--- config.mk ---
export PLATFORM = sky130hd
export DESIGN_NAME = muldiv_seq
export DESIGN_NICKNAME = d
export VERILOG_FILES = /design/src/rtl/muldiv_pkg.sv /design/src/rtl/muldiv_abs.sv /design/src/rtl/muldiv_seq.sv
export SDC_FILE = /design/constraint.sdc
export NUM_CORES = 1
export LEC_CHECK = 0
export ABC_CLOCK_PERIOD_IN_PS = 3800
export CAP_MARGIN = 5
export CORE_MARGIN = 2
export CORE_UTILIZATION = 55
export DETAILED_ROUTE_END_ITERATION = 7
export GPL_TIMING_DRIVEN = 0
export PLACE_DENSITY = 0.77
export REMOVE_ABC_BUFFERS = 1
export SETUP_SLACK_MARGIN = 0.1
export SLEW_MARGIN = 25
export SYNTH_ARGS = -nofsm -noshare
export SYNTH_HDL_FRONTEND = slang
export SYNTH_SLANG_ARGS = --single-unit
--- constraint.sdc ---
create_clock -name clk -period 3.8 [get_ports clk]
set_clock_uncertainty 0.05 [all_clocks]
set_input_delay 0.38 -clock clk [delete_from_list [all_inputs] [get_ports clk]]
set_output_delay 0.38 -clock clk [all_outputs]
set_load 0.01 [all_outputs]
--- src/rtl/muldiv_pkg.sv ---
// Shared constants and state encoding for the sequential multiply/divide unit.
// Latency: n/a (definitions only).
// Backpressure: n/a; FS codes are shared with the combinational ALU decode.
package muldiv_pkg;

  localparam logic [4:0] FS_MULT = 5'h1E;
  localparam logic [4:0] FS_DIV  = 5'h1F;

  typedef enum logic [1:0] {
    IDLE = 2'd0,
    MUL  = 2'd1,
    DIV  = 2'd2,
    FIX  = 2'd3
  } state_t;

endpackage

--- src/rtl/muldiv_abs.sv ---
// Combinational two's complement conditional negate (magnitude or sign restore).
// Latency: 0 cycles, purely combinational.
// Backpressure: none; output follows inputs.
module muldiv_abs
  import muldiv_pkg::*;
#(
  parameter int W = 32
) (
  input  logic [W-1:0] val,
  input  logic         neg,
  output logic [W-1:0] res
);

  // The most negative value negates to itself, which reads correctly as an unsigned magnitude.
  assign res = neg ? (~val + W'(1)) : val;

endmodule

--- src/rtl/muldiv_seq.sv ---
// Sequential signed WIDTHxWIDTH multiply / WIDTH/WIDTH divide owning HI/LO (macro MULDIV_EARLY_OUT_EN enables MUL early-out).
// Latency: WIDTH+1 cycles from the accepting edge to done; DIV by zero flags done on the accepting edge.
// Backpressure: busy high while iterating; start is ignored unless IDLE, so the control unit must stall on busy.
module muldiv_seq
  import muldiv_pkg::*;
#(
  parameter int WIDTH = 32
) (
  input  logic             clk,
  input  logic             reset_n,
  input  logic             start,
  input  logic [4:0]       FS,
  input  logic [WIDTH-1:0] S,
  input  logic [WIDTH-1:0] T,
  output logic             busy,
  output logic             done,
  output logic             div_by_zero,
  output logic [WIDTH-1:0] HI,
  output logic [WIDTH-1:0] LO
);

  localparam int CW = $clog2(WIDTH);

  state_t               state;
  logic [CW-1:0]        cnt;
  logic                 op_div;
  logic                 sign_q;   // product / quotient sign
  logic                 sign_r;   // remainder sign (follows dividend)
  logic [2*WIDTH-1:0]   mcand;
  logic [2*WIDTH-1:0]   acc;
  logic [WIDTH-1:0]     mplier;
  logic [WIDTH-1:0]     quot;
  logic [WIDTH-1:0]     divisor;
  logic [WIDTH-1:0]     rem;

  logic [WIDTH-1:0]     s_mag;
  logic [WIDTH-1:0]     t_mag;
  logic [2*WIDTH-1:0]   prod_fix;
  logic [WIDTH-1:0]     quot_fix;
  logic [WIDTH-1:0]     rem_fix;

  logic [2*WIDTH-1:0]   acc_nxt;
  logic [WIDTH:0]       shifted;
  logic                 ge;
  logic [WIDTH-1:0]     rem_nxt;
  logic                 mul_stop;

  // Operand magnitudes; -2^(WIDTH-1) becomes unsigned 2^(WIDTH-1).
  muldiv_abs #(.W(WIDTH)) u_abs_s (.val(S), .neg(S[WIDTH-1]), .res(s_mag));
  muldiv_abs #(.W(WIDTH)) u_abs_t (.val(T), .neg(T[WIDTH-1]), .res(t_mag));

  // Sign restoration applied in FIX.
  muldiv_abs #(.W(2*WIDTH)) u_fix_prod (.val(acc),  .neg(sign_q), .res(prod_fix));
  muldiv_abs #(.W(WIDTH))   u_fix_quot (.val(quot), .neg(sign_q), .res(quot_fix));
  muldiv_abs #(.W(WIDTH))   u_fix_rem  (.val(rem),  .neg(sign_r), .res(rem_fix));

  // One shift-add step and one restoring-division step, evaluated every cycle.
  always_comb begin
    acc_nxt = acc + (mplier[0] ? mcand : '0);
    shifted = {rem, quot[WIDTH-1]};
    ge      = (shifted >= {1'b0, divisor});
    // When ge holds the true difference is below divisor, so WIDTH bits suffice.
    rem_nxt = ge ? (shifted[WIDTH-1:0] - divisor) : shifted[WIDTH-1:0];
`ifdef MULDIV_EARLY_OUT_EN
    mul_stop = (mplier == '0);
`else
    mul_stop = 1'b0;
`endif
  end

  // Control FSM with registered outputs and iteration datapath.
  always_ff @(posedge clk or negedge reset_n) begin
    if (!reset_n) begin
      state       <= IDLE;
      cnt         <= '0;
      op_div      <= 1'b0;
      sign_q      <= 1'b0;
      sign_r      <= 1'b0;
      mcand       <= '0;
      acc         <= '0;
      mplier      <= '0;
      quot        <= '0;
      divisor     <= '0;
      rem         <= '0;
      busy        <= 1'b0;
      done        <= 1'b0;
      div_by_zero <= 1'b0;
      HI          <= '0;
      LO          <= '0;
    end else begin
      done <= 1'b0;
      case (state)
        IDLE: begin
          if (start && FS == FS_MULT) begin
            mcand       <= {{WIDTH{1'b0}}, s_mag};
            mplier      <= t_mag;
            acc         <= '0;
            sign_q      <= S[WIDTH-1] ^ T[WIDTH-1];
            op_div      <= 1'b0;
            cnt         <= CW'(WIDTH - 1);
            busy        <= 1'b1;
            div_by_zero <= 1'b0;
            state       <= MUL;
          end else if (start && FS == FS_DIV) begin
            if (T == '0) begin
              // Flag immediately and leave HI/LO untouched.
              done        <= 1'b1;
              div_by_zero <= 1'b1;
            end else begin
              quot        <= s_mag;
              divisor     <= t_mag;
              rem         <= '0;
              sign_q      <= S[WIDTH-1] ^ T[WIDTH-1];
              sign_r      <= S[WIDTH-1];
              op_div      <= 1'b1;
              cnt         <= CW'(WIDTH - 1);
              busy        <= 1'b1;
              div_by_zero <= 1'b0;
              state       <= DIV;
            end
          end
        end
        MUL: begin
          if (mul_stop) begin
            state <= FIX;
          end else begin
            acc    <= acc_nxt;
            mcand  <= mcand << 1;
            mplier <= mplier >> 1;
            cnt    <= cnt - CW'(1);
            if (cnt == '0) state <= FIX;
          end
        end
        DIV: begin
          rem  <= rem_nxt;
          quot <= {quot[WIDTH-2:0], ge};
          cnt  <= cnt - CW'(1);
          if (cnt == '0) state <= FIX;
        end
        FIX: begin
          if (op_div) begin
            HI <= rem_fix;
            LO <= quot_fix;
          end else begin
            HI <= prod_fix[2*WIDTH-1:WIDTH];
            LO <= prod_fix[WIDTH-1:0];
          end
          done  <= 1'b1;
          busy  <= 1'b0;
          state <= IDLE;
        end
        default: state <= IDLE;
      endcase
    end
  end

endmodule

# Word-level counts from Yosys, hierarchy flattened
# Cells that the tools add are included.
[word_totals]
inputBits = 72
regBits = 333
output_inout_bits = 67
[classes]
addsub = 8
n_reduce_logical = 19
order_cmp = 1
mux = 46
eq_ne = 13
bitwise = 8
[op_table]
columns = ["cell", "n"]
rows = [
  ["two-way mux 32 bit", 14],
  ["two-way mux 64 bit", 4],
  ["one-hot mux 64 bit (2 select lines)", 2],
  ["one-hot mux 32 bit (2 select lines)", 3],
  ["adder 32 x 1 -> 32 bit, second input constant", 4],
  ["inverter 32 bit", 4],
  ["adder 64 x 1 -> 64 bit, second input constant", 1],
  ["adder 64 bit", 1],
  ["inverter 64 bit", 1],
  [">= comparator 33 x 32 -> 1 bit", 1],
  ["logical NOT 32 bit", 1],
  ["subtractor 32 bit", 1],
  ["two-way mux 5 bit", 3],
  ["two-way mux 1 bit", 12],
  ["AND reduction 3 bit", 4],
  ["equality test 5 bit, second input constant", 2],
  ["!= test 2 bit, second input constant", 5],
  ["one-hot mux 5 bit (2 select lines)", 1],
  ["nonzero test 2 bit", 5],
  ["two-way mux 2 bit", 4],
  ["AND reduction 4 bit", 2],
  ["!= test 3 bit, second input constant", 2],
  ["one-hot mux 2 bit (3 select lines)", 1],
  ["logical NOT 5 bit", 1],
  ["other kinds (11)", 16],
]

# Longest topological paths before layout
# Gate-level depths: netlist of the first run.
[depth]
word_depth = 7
mapped_depth = 16
depth_no_buf = 14

# By module
# A second synthesis of the first run with hierarchy kept.
[hier_totals]
cells_unflattened = 2775
area_unflattened_um2 = 24693.7
[by_module_without_submodules]
columns = ["module", "area_per_inst_um2", "seq_area_each_um2", "instances", "cells_each"]
rows = [
  ["muldiv_seq", 20055.5, 8333.0, 1, 2182],
  ["muldiv_abs at u_abs_s ...", 777.0, 0.0, 4, 99],
  ["muldiv_abs at u_fix_prod", 1530.2, 0.0, 1, 197],
]

# Worst setup path before layout of the first run
# No wires, ideal clock.
[synth_path]
path_kind = "register to register"
from = "register mplier[0]"
to = "register acc[56]"
stages_incl_launch_ff = 17
arrival_ps = 3644
slack_ps = -26
required_time_ps = 3619
synth_period_minus_slack_ps = 3826
setup_time_ps = 131
path_cell_list = "dfrtp_1 -> clkbuf_1 -> clkbuf_1 -> and2_1 -> ha_1 -> inv_1 -> fa_1 -> nor2b_1 -> o21ai_0 -> a211o_1 -> nand3_1 -> o211ai_1 -> a2111oi_0 -> a21bo_2 -> nand2b_1 -> a21oi_1 -> or3_1"
[synth_via]
elab_chain_cells = 3
[synth_lines]
columns = ["item", "line_no", "rtl"]
rows = [
  ["start, declared", "muldiv_seq.sv:31", "logic [WIDTH-1:0] mplier;"],
  ["start signal, assigned", "muldiv_seq.sv:96", "mplier <= t_mag;"],
  ["start signal, assigned", "muldiv_seq.sv:129", "mplier <= mplier >> 1;"],
  ["two-way mux 64 bit", "muldiv_seq.sv:59", "acc_nxt = acc + (mplier[0] ? mcand : '0);"],
  ["adder 64 bit", "muldiv_seq.sv:59", ""],
  ["one-hot mux 64 bit (2 select lines)", "muldiv_seq.sv:92", "case (state)"],
  ["end signal, assigned", "muldiv_seq.sv:127", "acc <= acc_nxt;"],
  ["end, declared", "muldiv_seq.sv:30", "logic [2*WIDTH-1:0] acc;"],
]
# No other way between the ends.
# A chain may end at the register's enable or synchronous reset.

# Worst setup path in the final report of the first run
[layout_path]
from = "register mplier[0]"
to = "register acc[63]"
# Same word-level chain as after synthesis.

==> impl_metrics.py, run 1 <==
metrics = {
    "logic_synthesis": {
        "synthCells": 2904,
        "ys.flop_type": "dfrtp_1",
        "ys_types": 73,
        "ys_ff_latch": 333,
        "synth_edf_count": 0,
        "synth.avg_cell_area_um2": 8.20,
        "synthArstFlopShare_pct": 100,
        "synthesis.area_mm2": 0.0238,
        "yosys_warnings": 0,
        "seq_area_frac_synth_pct": 35.0,
    },
    "route": {
        "avgViaCountPerCell": 6.17,
        "met1Wirelength_um": 29300,
        "dr_wl_met3_um": 4430,
        "wire_per_inst_um": 19.4,
        "top_layer": "met4",
        "routed-wl-met2_um": 33400,
        "ant_nets": 0,
        "drt-initial-drc-count": 1984,
        "vias": 22202,
        "drt-pass1-iter-count": 5,
        "drt_wl_total_um": 69800,
        "drc": 0,
    },
    "pwr": {
        "power_leakage_nw": 12.6,
        "clkPwrFrac_pct": 19.8,
        "power.density_mw_per_mm2": 781,
        "p_sw_share_pct": 43.6,
        "combPwrFrac_pct": 51.2,
        "pwr-share-seq_pct": 29.0,
        "p_int_mw": 12.6,
        "peakVddDrop_mv": 0.438,
        "p_sw_mw": 9.70,
    },
    "floorplanning": {
        "rows": 76,
        "initial_utilization_pct": 55.6,
        "die_x_um": 212,
        "coreArea_mm2": 0.0429,
        "dieArea_mm2": 0.0450,
        "pin_count": 139,
        "dieHeight_um": 212,
    },
    "timing": {
        "tns_ns": 0,
        "hold_viol": 0,
        "rsz0062_at_grt": "yes",
        "setup_ws_ns": 0.0667,
        "slew_viol_final": 0,
        "slew_headroom_pct": 40.1,
        "max_freq_ghz": 0.268,
        "fin_crit_ns": 3.73,
        "worstMarginPinSlew_ns": 0.898,
        "setup_viol": 0,
        "post-route-period-util_pct": 98.2,
    },
    "critical_path": {
        "path_cells": "buf_6, and2_4, ha_4, o211ai_1, o211ai_1, buf_4, a31oi_4, buf_12, o41ai_4, and3_4, o2111ai_4, a211oi_4, o311ai_2, and3_1, a211o_1",
        "slowest_delay_ns": 0.58,
        "start_kind": "register",
        "path_max_fanout": 8,
        "timing.rr.start": "mplier[0]",
        "worstPathArrival_ns": 4.15,
        "cp_common_cell": "o211ai_1",
        "rr_endpoint": "acc[63]",
        "path_class": "register to register",
        "cp_slowest_cell": "dfrtp_4",
        "r2r_cells": 15,
        "crit_start": "mplier[0]",
        "reg2reg_slack_ns": 0.07,
        "critPathRequiredTime_ns": 4.21,
        "crit_path_end_kind": "register",
    },
    "final_layout": {
        "fin_nets": 3160,
        "layout_commonest_cell": "nand2_1",
        "seq_area_mm2": 0.00836,
        "final_cell_mix": "336 x nand2_1, 321 x dfrtp_1, 300 x o21ai_0",
        "multi_input_area_mm2": 0.0150,
        "synthToLayoutAreaGrowth_pct": 19.7,
        "nFillCells": 3416,
        "drive_above_1_share_pct": 9.83,
    },
    "cts": {
        "path_clk_slew_ns": 0.06,
        "cts.sinks": 333,
        "cts_tree": "yes",
        "numCtsBuffers": 40,
        "ctsRootBufferMaster": "clkbuf_16",
        "clockBufferDepth": 3,
        "cts-htree-levels": 2,
        "clkLatencyLatePin_ns": 0.58,
    },
    "run": {
        "drv_cap": 0,
    },
    "grt": {
        "first_global_vias": 21304,
        "grt_pass1_wl_um": 111000,
        "grt_max_degree": 92,
        "grt_antenna_before_repair": 2,
        "overflow": 0,
        "gr-usage-all-layers_pct": 30.6,
    },
    "worst_hold_path": {
        "hold_path.class": "input pin to async pin",
    },
    "status": {
        "status": "completed",
    },
    "placed_design": {
        "post-place-ws_ns": -1.39,
        "dp_hpwl_um": 49200,
        "gp_congestion": 0.955,
        "port_buffers": 138,
    },
}
[stage by stage]
stage               util, %  hold WS (ns)  instance area [um^2]  cells  total power, mW
floorplan                 -        0.0344                 23200   2733             13.2
global placement       59.0         0.414                 25300   3456             16.3
detailed placement     60.6         0.233                 26000   3482             16.8
CTS                    65.0         0.225                 27900   3569             21.6
global route           66.5         0.248                 28500   3597             23.7
finish                 66.5         0.230                 28500   3599             22.3
[cell families after synthesis]
group | after synthesis | synth area share (%)
xor gates and xnor gates | 259 | 9.52
adders and majority gates | 108 | 5.73
AOI/OAI and AO/OA | 930 | 24.2
muxes | 68 | 2.97
buffers and inverters | 306 | 4.85
and+or+nand+nor | 900 | 17.7
DFF | 333 | 35.0
[power by group through the flow]
stage | combinational, mW | sequential [mW] | clock, mW
after CTS | 10.7 | 6.36 | 4.46
after global routing | 12.5 | 6.60 | 4.61
after detailed placement | 10.4 | 6.40 | 0
final | 11.4 | 6.44 | 4.42
after global placement | 9.73 | 6.57 | 0
after floorplan | 7.00 | 6.22 | 0
[state kept, by name, summed over array words and instances (netlist names), 2 cells and up]
signal / flops
mcand: 64
quot: 32
HI: 32
divisor: 32
LO: 32
cnt: 5
mplier: 32
acc: 64
rem: 32
state: 2
[area by class of cell]
cell class	count	share of cell area, %
antenna	2	0.0176
multi-input combinational	2265	52.7
tap	585	2.57
clock inverter	21	1.27
timing repair buffer	205	8.32
inverter	135	1.79
clock buffer	53	4.00
sequential	333	29.3
[synthesized netlist by cell type (6+ instances only)]
| library cell | number | area, um^2 |
|---|---|---|
| nand2_1 | 340 | 1280 |
| dfrtp_1 | 333 | 8330 |
| o21ai_0 | 306 | 1530 |
| a21oi_1 | 231 | 1160 |
| nor2_1 | 225 | 845 |
| clkbuf_1 | 156 | 586 |
| xnor2_1 | 146 | 1280 |
| inv_1 | 134 | 503 |
| xor2_1 | 113 | 990 |
| ha_1 | 106 | 1330 |
| and2_1 | 71 | 444 |
| a21o_1 | 57 | 428 |
| o211ai_1 | 56 | 420 |
| mux2i_1 | 55 | 551 |
| o31ai_1 | 51 | 383 |
| nand3_1 | 41 | 205 |
| a22o_1 | 35 | 307 |
| nor3_1 | 33 | 165 |
| nand4_1 | 29 | 181 |
| o22ai_1 | 28 | 175 |
| o41ai_1 | 26 | 228 |
| or3_1 | 24 | 150 |
| or4_1 | 24 | 180 |
| and3_1 | 23 | 144 |
| o21bai_1 | 23 | 173 |
| nor2b_1 | 19 | 119 |
| or2_2 | 18 | 113 |
| a31oi_1 | 17 | 106 |
| nand2b_1 | 17 | 106 |
| a22oi_1 | 13 | 97.6 |
| mux2_2 | 12 | 135 |
| nor4_1 | 12 | 75.1 |
| o211a_1 | 11 | 110 |
| o21a_1 | 11 | 82.6 |
| buf_1 | 10 | 37.5 |
| a211oi_1 | 8 | 60.1 |
| a21boi_0 | 6 | 45.0 |
[worst max path at each step]
| stage | to | slack [ns] |
|---|---|---|
| 2_1_floorplan | rem[23] | -2.94 |
| 3_3_place_gp | HI[0] | -12.25 |
| 3_5_place_dp | quot[22] | -1.39 |
| 4_1_cts | quot[22] | 0.03 |
| 5_1_grt | acc[63] | -0.07 |
| 6_report | acc[63] | 0.07 |
[per-layer routing]
layer	global-route usage, %	up-vias
met5	0	-
met4	10.7	0
met3	4.89	168
met2	51.9	821
met1	39.5	10752
li1	-	10461
[worst max-delay path, delay by kind of cell, from the launching register on]
| family | cells | cell delay, ns |
|---|---|---|
| flops | 1 | 0.58 |
| buf+inv | 3 | 0.49 |
| fa+ha+maj | 1 | 0.27 |
| compound gates | 8 | 1.55 |
| simple gates | 3 | 0.67 |
[repair_timing]
item | CTS | global route
resized for setup | 53 | 89
hold buffers | 1 | 0
cloned | 0 | 2
setup buffers | 12 | 26
endpoints found under the setup margin | 90 | 88
pin swaps | 16 | 49
endpoints found under the hold margin | 34 | 0
Power figures use the tool's default switching activity.
==> run 2, diff against run 1 <==
- CAP_MARGIN: 5 -> not set
- CORE_ASPECT_RATIO: not set -> 1.5
==> run 2 against run 1 <==
  * The flow now finishes with violations (negative setup slack)
  * Wire length grew 5.7%
  * Core utilization down 0.50 points
  * Combinational power hardly changed
  * Hold slack better by 0.066 ns
  * Fmax decreased by 3.3%
  * Via count about the same
  * Highest routed layer is now met5
  * Register-to-register slack lost 0.13 ns
  * Global-route usage rose by 1.3 points
  * Sequential share of layout area increased by 0.26 points
==> impl_metrics.py, run 2 (same netlist as run 1, synthesis figures left out) <==
metrics = {
    "status": {
        "status": "complete, but fails checks",
        "failed_checks": "negative setup slack",
    },
    "critical_path": {
        "start_kind": "register",
        "path_max_fanout": 8,
        "crit_path_end_kind": "register",
        "critPathRequiredTime_ns": 4.18,
        "reg2reg_slack_ns": -0.06,
        "timing.rr.start": "mplier[0]",
        "rr_endpoint": "acc[63]",
        "r2r_cells": 13,
        "worstPathArrival_ns": 4.24,
        "path_class": "register to register",
    },
    "final_layout": {
        "diodes": 0,
        "drive_above_1_share_pct": 9.83,
        "nFillCells": 3637,
        "fin_nets": 3154,
        "seq_area_mm2": 0.00835,
        "layout_commonest_cell": "nand2_1",
        "multi_input_area_mm2": 0.0151,
        "final_cell_mix": "336 x nand2_1, 323 x dfrtp_1, 289 x o21ai_0",
        "synthToLayoutAreaGrowth_pct": 18.6,
        "largestRegisters": "acc: 64 flops, mcand: 64 flops",
    },
    "cts": {
        "cts.sinks": 333,
        "clkLatencyLatePin_ns": 0.55,
        "numCtsBuffers": 36,
        "cts_tree": "yes",
        "clockBufferDepth": 3,
        "cts-htree-levels": 2,
        "path_clk_slew_ns": 0.07,
        "ctsRootBufferMaster": "clkbuf_16",
    },
    "placed_design": {
        "post-place-ws_ns": -1.21,
        "gp_congestion": 0.956,
        "dp_hpwl_um": 52900,
        "port_buffers": 138,
    },
    "timing": {
        "setup_viol": 1,
        "post-route-period-util_pct": 102,
        "slew_headroom_pct": 30.7,
        "hold_viol": 0,
        "max_freq_ghz": 0.259,
        "worstMarginPinSlew_ns": 1.03,
        "slew_viol_final": 0,
        "tns_ns": -0.0620,
        "setup_ws_ns": -0.0620,
        "rsz0062_at_grt": "yes",
        "fin_crit_ns": 3.86,
    },
    "route": {
        "drc": 0,
        "drt_wl_total_um": 73700,
        "drt-initial-drc-count": 1638,
        "drt-pass1-iter-count": 6,
        "wire_per_inst_um": 20.6,
        "avgViaCountPerCell": 6.22,
        "ant_nets": 0,
        "vias": 22216,
    },
    "floorplanning": {
        "rows": 93,
        "die_x_um": 174,
        "dieArea_mm2": 0.0450,
        "dieHeight_um": 259,
        "initial_utilization_pct": 55.6,
        "pin_count": 139,
        "coreArea_mm2": 0.0428,
    },
    "grt": {
        "grt_max_degree": 98,
        "grt_pass1_wl_um": 116000,
        "first_global_vias": 22231,
        "overflow": 0,
        "grt_antenna_before_repair": 3,
        "gr-usage-all-layers_pct": 31.9,
    },
    "worst_hold_path": {
        "hold_path.class": "input pin to async pin",
    },
    "pwr": {
        "power_mw": 21.7,
        "power.density_mw_per_mm2": 767,
        "pwr-share-seq_pct": 29.8,
        "p_int_mw": 12.0,
        "power_leakage_nw": 12.4,
        "p_sw_mw": 9.71,
        "combPwrFrac_pct": 53.1,
        "p_sw_share_pct": 44.8,
        "clkPwrFrac_pct": 17.1,
        "peakVddDrop_mv": 0.599,
    },
    "run": {
        "drv_cap": 0,
    },
}
## run 2: how the worst max path moves through the flow
stage	startpoint	slack, ns	endpoint	depth (start not counted)
floorplan	state[0]	-2.94	rem[23]	9
global placement	reset_n	-12.17	quot[3]	1
detailed placement	T[8]	-1.21	quot[21]	11
CTS	mplier[0]	0.006	acc[63]	14
global route	mplier[0]	-0.14	acc[63]	13
finish	mplier[0]	-0.06	acc[63]	13
## run 2: power by group through the flow
stage | clock (mW) | sequential, mW | combinational (mW)
after floorplan | 0 | 6.22 | 7.00
after global placement | 0 | 6.55 | 9.92
final | 3.72 | 6.45 | 11.5
after global routing | 3.90 | 6.63 | 12.6
after detailed placement | 0 | 6.43 | 10.6
after CTS | 3.76 | 6.34 | 11.0
## run 2: worst max-delay path, cell delays in order, from the launching register on
cell       delay, ns
dfrtp_4         0.58
and2_1          0.25
ha_1            0.39
a21oi_2         0.25
o21bai_1        0.16
a221oi_4        0.32
o41ai_4         0.13
buf_4           0.17
and3_4          0.19
o2111ai_4       0.22
a211oi_2        0.13
a2111o_1        0.44
and3_1          0.19
a211o_1         0.26
## run 2: layer usage
layer	wire length [um]	share of wire [%]	vias to the layer above	GRT usage [%]
met2	37700	51	814	58.7
met5	25	0.034	-	0
li1	-	-	10428	-
met1	27700	38	10712	35.3
met4	4650	6.3	4	19.0
met3	3620	4.9	258	3.47
## run 2: metrics by stage
| stage | util [%] | instance area, um^2 | hold slack [ns] | instances |
|---|---|---|---|---|
| 6_report | 66.0 | 28300 | 0.296 | 3572 |
| 5_1_grt | 66.0 | 28300 | 0.357 | 3572 |
| 4_1_cts | 64.7 | 27700 | 0.303 | 3549 |
| 3_5_place_dp | 60.7 | 26000 | 0.284 | 3467 |
| 3_3_place_gp | 59.0 | 25300 | 0.414 | 3441 |
| 2_1_floorplan | - | 23200 | 0.0344 | 2733 |
## run 2: final cells by class
type / count / share of cell area [%]
sequential: 333 / 29.6
inverter: 135 / 1.81
timing repair buffer: 203 / 8.28
tap: 570 / 2.52
clock inverter: 14 / 0.576
clock buffer: 52 / 3.76
multi-input combinational: 2265 / 53.5
## run 2: timing repair
item / CTS / global route
endpoints found under the hold margin: 52 / 0
setup buffers: 15 / 23
pin swaps: 14 / 31
resized for setup: 76 / 89
setup endpoints to repair: 109 / 67
hold buffers: 1 / 0
==> run 3, diff against run 2 <==
- TNS_END_PERCENT: not set -> 1
==> run 3 against run 2 <==
  * The flow still finishes with violations (negative setup slack)
  * Sequential power is essentially flat
  * Worst setup slack worse by 0.016 ns
  * Register-to-register slack got worse by 0.02 ns
  * Hold slack better by 0.0074 ns
  * Die area unchanged
  * Combinational power is essentially flat
  * Core utilization shrank 0.83 points
  * Final cell count shrank 0.73%
  * Sequential cell count is the same
  * Critical endpoint unchanged
==> impl_metrics.py, run 3 (same netlist as run 1, synthesis figures left out) <==
metrics = {
    "grt": {
        "overflow": 0,
        "gr-usage-all-layers_pct": 31.8,
        "first_global_vias": 22198,
        "grt_max_degree": 98,
        "grt_antenna_before_repair": 3,
        "grt_pass1_wl_um": 115000,
    },
    "placed_design": {
        "dp_hpwl_um": 52900,
        "port_buffers": 138,
        "place_area_mm2": 0.0260,
        "gp_congestion": 0.956,
        "place_inst": 3467,
        "post-place-ws_ns": -1.21,
    },
    "timing": {
        "hold_viol": 0,
        "fin_crit_ns": 3.88,
        "slew_viol_final": 0,
        "setup_viol": 3,
        "worstMarginPinSlew_ns": 1.09,
        "hold_slack_ns": 0.303,
        "max_freq_ghz": 0.258,
        "post-route-period-util_pct": 102,
        "slew_headroom_pct": 26.4,
        "setup_ws_ns": -0.0778,
        "rsz0062_at_grt": "yes",
        "tns_ns": -0.110,
    },
    "final_layout": {
        "multi_input_area_mm2": 0.0150,
        "synthToLayoutAreaGrowth_pct": 17.1,
        "design_area_mm2": 0.0279,
        "final_cell_mix": "336 x nand2_1, 324 x dfrtp_1, 294 x o21ai_0",
        "instances_no_fill": 3546,
        "diodes": 0,
        "largestRegisters": "acc: 64 flops, mcand: 64 flops",
        "drive_above_1_share_pct": 8.33,
        "finish.utilization_pct": 65.2,
        "nFillCells": 3690,
        "fin_nets": 3128,
        "seq_area_mm2": 0.00835,
        "layout_commonest_cell": "nand2_1",
    },
    "route": {
        "avgViaCountPerCell": 6.24,
        "vias": 22144,
        "ant_nets": 0,
        "drc": 0,
        "drt-initial-drc-count": 1684,
        "wire_per_inst_um": 20.5,
        "drt-pass1-iter-count": 7,
        "drt_wl_total_um": 72800,
    },
    "pwr": {
        "power_mw": 21.4,
        "power_leakage_nw": 12.3,
        "power.density_mw_per_mm2": 766,
        "peakVddDrop_mv": 0.586,
    },
    "cts": {
        "path_clk_slew_ns": 0.07,
        "ctsRootBufferMaster": "clkbuf_16",
        "numCtsBuffers": 36,
        "clkLatencyLatePin_ns": 0.55,
        "cts_tree": "yes",
        "clockBufferDepth": 3,
        "cts.sinks": 333,
        "cts-htree-levels": 2,
    },
    "status": {
        "failed_checks": "negative setup slack",
        "status": "complete, but fails checks",
    },
    "floorplanning": {
        "pin_count": 139,
        "coreArea_mm2": 0.0428,
        "initial_utilization_pct": 55.6,
        "die_x_um": 174,
        "dieHeight_um": 259,
        "dieArea_mm2": 0.0450,
        "rows": 93,
    },
    "critical_path": {
        "slowest_delay_ns": 0.58,
        "r2r_cells": 14,
        "cp_slowest_cell": "dfrtp_4",
        "rr_endpoint": "acc[63]",
        "cp_num_buf_inv": 2,
        "crit_path_end_kind": "register",
        "timing.rr.start": "mplier[0]",
        "reg2reg_slack_ns": -0.08,
        "critPathRequiredTime_ns": 4.18,
        "path_cells": "buf_6, and2_1, ha_1, o21ai_0, nand2b_1, a31oi_4, o41ai_4, buf_4, and3_4, o2111ai_4, a211oi_2, a2111o_1, and3_1, a211o_1",
        "cpLargestDelayFamily": "compound AO/OA/AOI/OAI gates",
        "path_class": "register to register",
        "start_kind": "register",
        "path_max_fanout": 8,
        "worstPathArrival_ns": 4.26,
    },
    "run": {
        "drv_cap": 0,
    },
    "worst_hold_path": {
        "hold_path.class": "input pin to async pin",
    },
}
[run 3: cell types whose count changed in the layout (fill, tap and decap cells not counted), moves of 3 or more]
| cell | delta |
|---|---|
| a21oi_2 | -3 |
| and2_4 | -3 |
| buf_4 | -24 |
| ha_2 | -4 |
| ha_4 | -5 |
| and2_1 | +3 |
| ha_1 | +9 |
| a21oi_1 | +3 |
| o21ai_0 | +5 |
| o21ai_1 | -4 |
[run 3: power breakdown]
group	internal [mW]	leakage [nW]	switching, mW	total (mW)
registers	4.86	4.15	1.56	6.43
logic	4.75	7.54	6.48	11.2
clock network	2.16	0.611	1.55	3.72
[run 3: area by class of cell]
cell class | count | share of cell area [%]
flip-flops and latches | 333 | 29.9
clock buffers | 52 | 3.81
inverters | 135 | 1.83
clock inverters | 14 | 0.583
well taps | 570 | 2.56
repair buffers | 177 | 7.64
multi-input cells | 2265 | 53.7
[run 3: timing repair]
action,CTS,global route
endpoints found under the setup margin,109,67
setup buffers,11,1
hold buffers,1,0
hold endpoints to repair,52,0
pin swaps,13,19
resized for setup,74,58
[run 3: worst max-delay path by stage]
stage	startpoint	slack, ns	cells past startpoint	to
after global routing	mplier[0]	-0.1	14	acc[56]
after floorplan	state[0]	-2.94	9	rem[23]
after CTS	mplier[0]	0.006	14	acc[63]
after detailed placement	T[8]	-1.21	11	quot[21]
final	mplier[0]	-0.08	14	acc[63]
after global placement	reset_n	-12.17	1	quot[3]
[run 3: routing by layer]
metal,global-route usage [%],vias up,share of wire (%)
met5,0,-,0.026
met4,18.9,4,6.3
met3,3.49,275,4.8
met2,58.7,741,51
met1,35.3,10722,38
li1,-,10402,-
==> variant 1: new RTL, config.mk and constraints of run 2 <==
Set the parameter `WIDTH` to 16 (it was 32).
--- a/src/rtl/muldiv_seq.sv
+++ b/src/rtl/muldiv_seq.sv
@@ -5,5 +5,5 @@
   import muldiv_pkg::*;
 #(
-  parameter int WIDTH = 32
+  parameter int WIDTH = 16
 ) (
   input  logic             clk,
Ports: changed (resized HI, LO, S and T); port bits go from 139 to 75. No check against the original RTL was run, so the function may have changed too.
==> variant 1 against run 2 <==
Cell area is 52% lower. Sequential cell count is 161 lower. Worst hold slack better by 0.059 ns. Non-clock buffer count is 114 lower. Die area is 50% lower. Setup slack better by 0.37 ns. Total power is 45% lower. Synthesized area is 50% lower. Via count is 54% lower. Wire length is 60% lower. Global-route usage is 4.5 points lower. Largest cell class unchanged.
==> variant 1: results (changes against run 2) <==
[status]
status=completed

[timing]
timing.final.ws_setup_ns=0.307  ; +0.369 ns
fin_hold_ws_ns=0.354  ; +0.0589 ns
max_slew.worst_pin.slew_ns=0.975  ; -0.0549 ns

[global_route]
grt_pass1_wl_um=49600  ; -57%
use_met1_pct=34.3  ; -1.0 points
grt_pass1_vias=10160  ; -54%
track_usage_pct=27.3  ; -4.5 points
grt_start_max_net_pins=71  ; -28%
grt_use_met3_pct=4.62  ; +1.2 points
grt_antenna_before_repair=0  ; -3
met2_usage_pct=46.8  ; -12 points

[power_and_ir_drop]
max-vdd-ir-drop_mv=0.557  ; -7.0%
p_leak_nw=6.03  ; -51%
p_sw_w=0.00530  ; -45%

[placement]
place_hpwl_um=21700  ; -59%
place_ws_ns=-0.836  ; +0.377 ns
dp.cells=1654  ; -52%
port_buffers=74  ; -46%
dpl_cell_area_sq_um=13000  ; -50%
globalplace.congestion=0.926  ; -3.1%

[cells_and_area]
diodes=0  ; unchanged
multiInputGateArea_sq_um=7140  ; -53%
layout-drive-gt1-share_pct=7.88  ; -1.9 points
final_nets=1508  ; -52%
reg_top3=acc (32), mcand (32)
fillers=1745  ; -52%

[setup_path]
path_max_fanout=18  ; +10
cp-end-kind=flip-flop
crit_family=compound AO/OA/AOI/OAI gates
cp.arrival_ns=3.73  ; -0.51 ns
timing.rr.end=acc[27]$_DFFE_PN0P_

[synthesis]
synthTopCellsByArea=dfrtp_1 (36%), ha_1 (6.1%), xnor2_1 (5.3%)
postSynth.asyncResetShare_pct=100  ; unchanged
ys_types=61  ; -16%
yosys-top-cells-count=dfrtp_1 (172), nand2_1 (158), o21ai_0 (117)
seq_area_frac_synth_pct=36.4  ; +1.4 points
avgSynthCellArea_sq_um=8.65  ; +5.5%

[clock_network]
cts_buffers=17  ; -53%
clk-insertion-delay-late_ns=0.44  ; -0.11 ns
path_clk_slew_ns=0.07  ; about the same
cts_max_level=4  ; +2
post_cts_buffers=0  ; -15
ctsLongestPathBuffers=2  ; -1
cts_resized=8  ; -89%

[detailed_routing]
drt_first_pass_iters=5  ; -1
met2_wirelength_um=15000  ; -60%
drt_iter0_drc=697  ; -57%
routed_wl_um=29700  ; -60%
met3WireLength_um=1410  ; -61%
wl_per_cell_um=17.6  ; -15%
maxUsedRoutingLayer=met4
vias_per_cell=6.10  ; -2.0%
met1Wirelength_um=12500  ; -55%

## variant 1: cells by family (layout without fill, tap and decap cells)
| family | Yosys count | in the layout | synth area share (%) |
|---|---|---|---|
| multiplexers | 61 | 61 | 5.64 |
| flip-flops | 172 | 172 | 36.4 |
| AO/OA/AOI/OAI | 415 | 415 | 22.5 |
| buffers and inverters | 136 | 189 | 4.32 |
| AND/OR/NAND/NOR | 402 | 402 | 15.7 |
| adder cells (fa/ha/maj) | 60 | 60 | 6.47 |
| XOR/XNOR | 122 | 122 | 9.03 |
## variant 1: area by class of cell
cell class	instances	share of cell area, %
clock inverter	14	1.17
sequential	172	31.5
tap	268	2.45
clock buffer	18	3.21
inverter	68	1.86
timing repair buffer	89	7.68
multi-input combinational	1060	52.2
## variant 1: power groups by stage
stage	clock (W)	combinational [W]	sequential (W)
after floorplan	0	0.00450	0.00331
after global placement	0	0.00602	0.00347
after detailed placement	0	0.00648	0.00343
after CTS	0.00183	0.00654	0.00340
after global routing	0.00189	0.00737	0.00352
final	0.00181	0.00662	0.00340
==> variant 2: new RTL, settings of run 2 <==
Made on the original files. Reset style: synchronous (`reset_n`), changed in one clocked block.
--- a/src/rtl/muldiv_seq.sv
+++ b/src/rtl/muldiv_seq.sv
@@ -70,5 +70,5 @@
 
   // Control FSM with registered outputs and iteration datapath.
-  always_ff @(posedge clk or negedge reset_n) begin
+  always_ff @(posedge clk) begin
     if (!reset_n) begin
       state       <= IDLE;
Behaviour: differs if reset_n is asserted again (counterexample within 4 cycles, from zero or initial values and one cycle with reset_n low); with reset_n held inactive, the same outputs for 4 cycles.
==> variant 2 against run 2 <==
Setup slack better by 0.17 ns. Synthesized area down 5.0%. Sequential cell count unchanged. Critical path depth down 2. Count of clock-buffer cells in the layout down 2. Cell area down 5.3%. Wire length down 1.1%. Core utilization down 0.53 points. Worst hold slack better by 0.099 ns. Largest cell class unchanged. Highest routed layer is now met4.
Power is not compared: it rests on default switching activity, and its combinational part moved more than twofold at a synthesized area within 25%.
==> variant 2: results (changes against run 2) <==
[cells_and_area]
nonClockBufferCount=186  ; -8.4%
multi_input_area_share_pct=58.4  ; +4.9 points
final_nets=3280  ; +4.0%
instances_no_fill=3638  ; +1.8%
layout.comb_gates.multi_input=2453  ; +8.3%
clock_buffers=50  ; -3.8%
layout-drive-gt1-share_pct=8.44  ; -1.4 points
finalInstanceArea_sq_um=26800  ; -5.3%
final-nonclk-buf-share_pct=7.98  ; -0.29 points
inv_count=89  ; -34%
seqCellArea_sq_um=6680  ; -20%

[timing]
fin_hold_ws_ns=0.394  ; +0.0987 ns
fin_crit_ns=3.69  ; -0.175 ns
max_slew.worst_pin.slew_ns=0.961  ; -0.0688 ns

[floorplan]
nWellTaps=511  ; -10%

[detailed_routing]
drt_iter0_drc=1634  ; -0.24%
vias=22767  ; +2.5%

[global_route]
track_usage_pct=32.8  ; +0.93 points
grt_pass1_wl_um=112000  ; -2.8%
grt_start_max_net_pins=95  ; -3.1%

[setup_path]
ff2ff_path_depth=11  ; -2
endpoint=mcand[31]$_SDFFE_PN0P_
max_stage_delay_ns=0.55  ; -0.03 ns
cp.arrival_ns=4.12  ; -0.12 ns
ff2ff_setup_slack_ns=0.18  ; +0.24 ns
worst_path_max_delay_cell=or4_4

[placement]
dp.cells=3537  ; +2.0%
dpl_cell_area_sq_um=24500  ; -5.8%

[synthesis]
seq_area_frac_synth_pct=29.5  ; -5.5 points
postSynth.asyncResetShare_pct=0  ; -100 points

[clock_network]
cts_buffers=37  ; +2.8%

[status]
status=completed

[hold_path]
hp-class=in -> reg

## variant 2: changes by cell type after synthesis, moves of 39 or more
cell             run 2  this run
a211oi_1             8        76
a22oi_1             13        57
o211ai_1            56        17
inv_1              134        87
dfrtp_1            333         0
dfxtp_1              0       333
nand2_1            340       468
nor2_1             225       272
## variant 2: routing by layer
| layer | vias up | share of wire [%] | global-route usage (%) |
|---|---|---|---|
| met2 | 764 | 52 | 61.2 |
| met5 | - | 0 | 0 |
| met1 | 10804 | 37 | 34.0 |
| met4 | 0 | 6.9 | 21.8 |
| li1 | 10966 | - | - |
| met3 | 233 | 4.9 | 4.18 |
## variant 2: report_power, final
| group | internal (W) | total, W | switching, W |
|---|---|---|---|
| Clock | 0.00242 | 0.00396 | 0.00155 |
| Sequential | 0.00367 | 0.00386 | 0.000194 |
| Combinational | 0.00104 | 0.00290 | 0.00186 |
| Total | 0.00712 | 0.0107 | 0.00360 |
## variant 2: repair_timing
item | 4_1_cts | 5_1_grt
gates cloned | 5 | 5
endpoints found under the setup margin | 146 | 78
hold buffers | 0 | 0
resized for setup | 64 | 80
buffers inserted | 14 | 13
endpoints found under the hold margin | 0 | 0
pin swaps | 14 | 23
## variant 2: kinds of logic (layout without fill, tap and decap cells)
family / Yosys count / count (layout) / share of synthesized area (%)
AOI/OAI and AO/OA: 960 / 967 / 26.2
xor gates and xnor gates: 236 / 236 / 9.14
adders and majority gates: 108 / 108 / 6.04
buffers and inverters: 290 / 341 / 4.91
DFF: 333 / 333 / 29.5
muxes: 35 / 35 / 1.94
and+or+nand+nor: 1105 / 1107 / 22.4
## variant 2: critical path, delay by kind of cell
family	cells	cell delay (ns)
AOI/OAI and AO/OA	2	0.51
buffers and inverters	1	0.48
and+or+nand+nor	8	2.75
